### src/rtl/pipe_int_ctrl.sv
// Interrupt and hazard control for a 5-stage pipeline: sequences interrupt entry/return
// and decodes stall, flush and next-PC select from the controller state and hazard inputs.
module pipe_int_ctrl #(
    parameter logic [31:0] HANDLER_VEC = 32'h0000_0100,
    parameter int          CNT_W       = 8
) (
    input  logic             Clk,
    input  logic             Rst,
    input  logic             irq,
    input  logic             eret_ex,
    input  logic             br_taken_ex,
    input  logic             load_use_hz,
    input  logic [31:0]      ex_pc,
    output logic             stall_pc,
    output logic             stall_ifid,
    output logic             flush_ifid,
    output logic             flush_idex,
    output logic             int_detect,
    output logic             int_return,
    output logic [1:0]       pc_sel,
    output logic [31:0]      epc,
    output logic             irq_ack,
    output logic             in_handler,
    output logic [CNT_W-1:0] int_count
);

    typedef enum logic [1:0] {
        IDLE    = 2'd0,
        SAVE    = 2'd1,
        HANDLER = 2'd2,
        RESTORE = 2'd3
    } state_e;

    localparam logic [1:0] PC_SEL_SEQ    = 2'b00;
    localparam logic [1:0] PC_SEL_BRANCH = 2'b01;
    localparam logic [1:0] PC_SEL_VEC    = 2'b10;
    localparam logic [1:0] PC_SEL_EPC    = 2'b11;

    // The PC mux outside this block jumps to HANDLER_VEC; it must be a legal fetch address.
    if (HANDLER_VEC[1:0] != 2'b00) begin : g_vec_align
        $error("HANDLER_VEC must be word aligned");
    end

    state_e            state_q, state_d;
    logic [31:0]       epc_q, epc_d;
    logic [CNT_W-1:0]  cnt_q, cnt_d;

    // NOTE: sequential state uses non-blocking assignments so every register samples
    // pre-edge values; Rst is in the sensitivity list because reset is asynchronous.
    always_ff @(posedge Clk or posedge Rst) begin
        if (Rst) begin
            state_q <= IDLE;
            epc_q   <= '0;
            cnt_q   <= '0;
        end else begin
            state_q <= state_d;
            epc_q   <= epc_d;
            cnt_q   <= cnt_d;
        end
    end

    // NOTE: every output of this block gets a default first, so no path leaves a
    // signal unassigned and no latch is inferred.
    always_comb begin
        state_d    = state_q;
        epc_d      = epc_q;
        cnt_d      = cnt_q;
        stall_pc   = 1'b0;
        stall_ifid = 1'b0;
        flush_ifid = 1'b0;
        flush_idex = 1'b0;
        int_detect = 1'b0;
        int_return = 1'b0;
        irq_ack    = 1'b0;
        pc_sel     = PC_SEL_SEQ;

        unique case (state_q)
            IDLE, HANDLER: begin
                // A resolved branch wins over a load-use stall: the stalled instruction is squashed anyway.
                if (br_taken_ex) begin
                    flush_ifid = 1'b1;
                    flush_idex = 1'b1;
                    pc_sel     = PC_SEL_BRANCH;
                end else if (load_use_hz) begin
                    stall_pc   = 1'b1;
                    stall_ifid = 1'b1;
                    flush_idex = 1'b1;
                end

                if (state_q == IDLE) begin
                    if (irq && !br_taken_ex) begin
                        state_d = SAVE;
                    end
                end else if (eret_ex) begin
                    state_d = RESTORE;
                end
            end

            SAVE: begin
                // Stall/flush stay low here so the stage registers keep the int_detect pulse.
                int_detect = 1'b1;
                irq_ack    = 1'b1;
                pc_sel     = PC_SEL_VEC;
                epc_d      = ex_pc;
                if (cnt_q != '1) begin
                    cnt_d = cnt_q + 1'b1;
                end
                state_d    = HANDLER;
            end

            RESTORE: begin
                int_return = 1'b1;
                pc_sel     = PC_SEL_EPC;
                state_d    = IDLE;
            end

            default: state_d = IDLE;
        endcase
    end

    assign epc        = epc_q;
    assign int_count  = cnt_q;
    assign in_handler = (state_q == HANDLER);

endmodule

### config.mk
export PLATFORM = sky130hd
export DESIGN_NAME = pipe_int_ctrl
export DESIGN_NICKNAME = d
export VERILOG_FILES = /design/src/rtl/pipe_int_ctrl.sv
export SDC_FILE = /design/constraint.sdc
export NUM_CORES = 1
export LEC_CHECK = 0
export ABC_AREA = 1
export ABC_CLOCK_PERIOD_IN_PS = 3300
export CORE_MARGIN = 4
export CORE_UTILIZATION = 25
export CTS_BUF_LIST = sky130_fd_sc_hd__clkbuf_8
export CTS_CLUSTER_DIAMETER = 80
export DETAILED_ROUTE_END_ITERATION = 6
export MAX_ROUTING_LAYER = met4
export PLACE_DENSITY_LB_ADDON = 0.15
export SLEW_MARGIN = 10
export SYNTH_ARGS = -nofsm -noshare
export SYNTH_HDL_FRONTEND = slang
export SYNTH_SLANG_ARGS = --single-unit
### constraint.sdc
create_clock -name Clk -period 3.3 [get_ports Clk]
set_input_delay 0.66 -clock Clk [delete_from_list [all_inputs] [get_ports Clk]]
set_output_delay 0.66 -clock Clk [all_outputs]
set_load 0.005 [all_outputs]
### Word-level counts from Yosys, hierarchy flattened

Cells that the tools add are included.

| cells by class | value |
|---|---|
| $add $sub $neg | 1 |
| eq/ne operators | 6 |
| multiplexer cells | 15 |
| reductions and logical operators | 6 |

Operator list:

| kind | number |
|---|---|
| $pmux W2 S3 | 2 |
| $mux W1 | 10 |
| $add A8 B1 Y8 const B | 1 |
| $ne A8 B8 Y1 const B | 1 |
| $mux W2 | 3 |
| $ne A3 B3 Y1 const B | 2 |
| $eq A2 B2 Y1 const B | 2 |
| $reduce_and A2 Y1 | 2 |
| $eq A2 B1 Y1 const B | 1 |
| $logic_not A2 Y1 | 1 |
| $reduce_or A2 Y1 | 1 |
| $logic_and A1 B1 Y1 | 1 |
| $logic_not A1 Y1 | 1 |

| storage, ports and cells | value |
|---|---|
| bits in registers | 42 |
| bits of input ports | 38 |
| output and inout bits | 50 |

### Logic depth before layout (Yosys ltp)

| logic depth | value |
|---|---|
| depth in word-level cells | 5 |
| mapped depth | 8 |
| mapped depth without buffers | 8 |

### Least setup slack after synthesis

OpenSTA, ideal clock, no wires.

| path | value |
|---|---|
| path type | reg-to-output |
| start point | register state_q[0] |
| end point | output port stall_pc |
| arrival | 1.155 ns |
| slack | 1.485 ns |
| cell stages (with the launch flop) | 6 |
| buffers on the path | 1 |
| path through | dfrtp_1 -> inv_1 -> ha_1 -> nor2_1 -> nor3_1 -> buf_4 |

| on the way | value |
|---|---|
| word-level cells in the longest chain between the ends | 3 |

RTL lines:

| element | line | RTL |
|---|---|---|
| from (decl) | 44 | `state_e state_q, state_d;` |
| from (signal assigned) | 56 | `state_q <= state_d;` |
| $eq A2 B2 Y1 | - |  |
| named net in_handler | 23 | `output logic in_handler,` |
| $reduce_or A2 Y1 | 77 | `unique case (state_q)` |
| $mux W1 | 77 |  |
| to (decl) | 14 | `output logic stall_pc,` |

The timed path passes the listed nets, and every way through them passes these cells.

### Worst setup path after layout

| path | value |
|---|---|
| start point | input port load_use_hz |
| end point | output port stall_pc |

| on the way | value |
|---|---|
| word-level cells in the longest chain between the ends | 3 |

RTL lines:

| element | line | RTL |
|---|---|---|
| from (decl) | 12 | `input logic load_use_hz,` |
| $mux W1 | 84 | `end else if (load_use_hz) begin` |
| $mux W1 | 80 | `if (br_taken_ex) begin` |
| $mux W1 | 77 |  |

No other way between the ends.

==> flow_summary.toml <==
[routing]
vias_per_cell = 3.95
ant_nets = 0
first_iter_violations = 35
dr.pass1.iters = 4
wirelength_mm = 4.85
wire_per_inst_um = 11.7
drc = 0
via_count = 1645

[cells_and_area]
instances_no_fill = 416
multi_input_area_um2 = 753
post-route-cell-area_um2 = 2990
fill_cells = 751
area_growth_pct = 57.5
n_antenna_cell = 0
drive_above_1_share_pct = 6.62
nNetsFinal = 360
seqCellArea_um2 = 1050

[clocking]
cts_buffer_depth = 2
clk_latency_ps = 300
cts_hold_buf = 0
cts.sinks = 42
root_buffer = "clkbuf_8"
clk_pin_slew_ps = 90
cts_resized = 0
cts_setup_buffers = 0
htreeDepth = 2
cts_tree = "built"
cts_inserted_buffers = 5

[yosys]
yosysTopAreaCell = "dfrtp_1"
synth.cells.most_frequent = "nand2_1, dfrtp_1, inv_1, nor2_1, buf_2"
syn_area_um2 = 1900
syn_area_per_cell_um2 = 8.26
synth_top_area_share_pct = 55.3
synthArstFlopShare_pct = 100
yosys_warnings = 0
synth_edf_count = 0
yosys-top-cells-area = "dfrtp_1, nand2_1, ha_1, buf_2, inv_1"
yosysMostFrequentCell = "nand2_1"
synth-seq-cells = 42
yosysSeqAreaShare_pct = 55.3
syn_inst = 230
yosysUniqueCellTypes = 23
synth_ff_type = "dfrtp_1"
synth_nets = 274

[setup_path]
crit_arrival_ps = 1920
worst-setup-path-type = "primary input to output pin"
critPathLaunchType = "primary input"
critPathSlowestCell = "clkdlybuf4s50_1"
critPathBufInv = 3
crit_path_end_kind = "output pin"
cp.required_ps = 2640
cp_max_fo = 2
slowest_delay_ps = 550
crit_top_cell = "clkdlybuf4s50_1"
cp_top_family = "buffers and inverters"
crit_chain = "clkdlybuf4s50_1, inv_1, nor3_1, clkdlybuf4s50_1"

[die]
die_w_um = 95.2
die-area_um2 = 9060
fp.dieH_um = 95.2
rows = 31
start_util_pct = 25.9
ios = 88
core_area_um2 = 7330

[sta]
fmax_mhz = 387
setup_viol = 0
drv_slew = 0
setup_ws_ps = 716
period_share_pct = 78.3
period_needed_ps = 2580
rsz0062_at_grt = "false"
clock_skew_ps = 5.17
max_slew_margin_pct = 39.2
hold_viol = 0
tightest_slew_ps = 910
tns_ps = 0

[place]
placed_cells = 408
placed_area_um2 = 2850
gp_congestion = 0.790
dp_slack_ps = 700
dpl.hpwl_mm = 3.41
numPortBuffers = 87

[power_and_ir_drop]
cellPowerDensity_nw_per_um2 = 882
power_mw = 2.64
peakVddDrop_uv = 279
p_leak_nw = 1.44

[global_route]
grt_pass1_vias = 1623
grt-ovfl-total = 0
track_usage_pct = 11.6
grt_max_degree = 43
antenna_found_initial = 0
grt_first_pass_wirelength_mm = 7.81

[run]
cap_violations = 0

[hold_path]
min_path_type = "register to register"

[status]
status = "finished clean"
[worst paths after layout]
kind / start / to / slack (ps) / cells after the start
setup / recovery: load_use_hz / stall_pc / 720 / 4
max in group asynchronous: Rst / epc[20]$_DFFE_PP0P_ / 1860 / 2
hold / removal: epc[10]$_DFFE_PP0P_ / epc[10]$_DFFE_PP0P_ / 470 / 2
hold reg to reg: epc[10]$_DFFE_PP0P_ / epc[10]$_DFFE_PP0P_ / 470 / 2
setup reg to reg: state_q[1]$_DFFE_PP0P_ / epc[28]$_DFFE_PP0P_ / 1460 / 6
min in group asynchronous: Rst / epc[21]$_DFFE_PP0P_ / 890 / 2
[stage by stage]
stage / hold WS, ps / util, %
after floorplan: 465 / -
after global placement: 452 / 38.9
after detailed placement: 458 / 38.9
after CTS: 480 / 40.8
after global routing: 495 / 40.8
final: 472 / 40.8
[worst reg2reg max path, cell delays in order (launching register included)]
cell and delay [ps]:
dfrtp_1 420, inv_1 130, ha_2 220, buf_4 390, inv_2 350, nand2_1 150
nand2_1 60
[per-layer routing]
layer / share of wire (%) / GRT usage, % / up-vias
met4: 2.0 / 5.05 / 0
li1: - / - / 860
met5: 0 / - / -
met2: 48 / 18.7 / 46
met1: 44 / 13.9 / 732
met3: 5.9 / 2.68 / 7
[cell usage in the layout (no fill, tap or decap), types with 3 or more instances in the layout]
master             n
nor2_1             8
inv_1              7
inv_2              4
dfrtp_1           42
clkdlybuf4s50_1   87
o21ai_0            3
ha_1               5
nand2_1          132
clkbuf_8           5
[power by group]
group / leakage, nW / internal, mW / switching (mW) / total [mW]
combinational: 0.850 / 0.689 / 0.554 / 1.24
sequential: 0.523 / 0.751 / 0.155 / 0.906
clock: 0.0683 / 0.303 / 0.187 / 0.490
[flip-flops by register name, indices dropped and copies added (netlist names)]
register,count
state_q,2
int_count,8
epc,32
[kinds of logic (layout without fill, tap and decap cells)]
group,Yosys count,count (layout),share of synthesized area (%)
AO/OA/AOI/OAI,7,7,1.84
adder cells (fa/ha/maj),6,6,3.95
AND/OR/NAND/NOR,151,151,32.3
flip-flops,42,42,55.3
XOR/XNOR,3,3,1.38
buffers and inverters,21,108,5.14
[area by class of cell]
cell class	count	share of cell area [%]
Clock buffer	5	2.30
Clock inverter	3	2.30
Inverter	12	1.59
Multi-Input combinational cell	167	25.2
Sequential cell	42	35.1
Tap cell	99	4.14
Timing Repair Buffer	88	29.4
No activity file was read; power rests on OpenSTA's default activity.
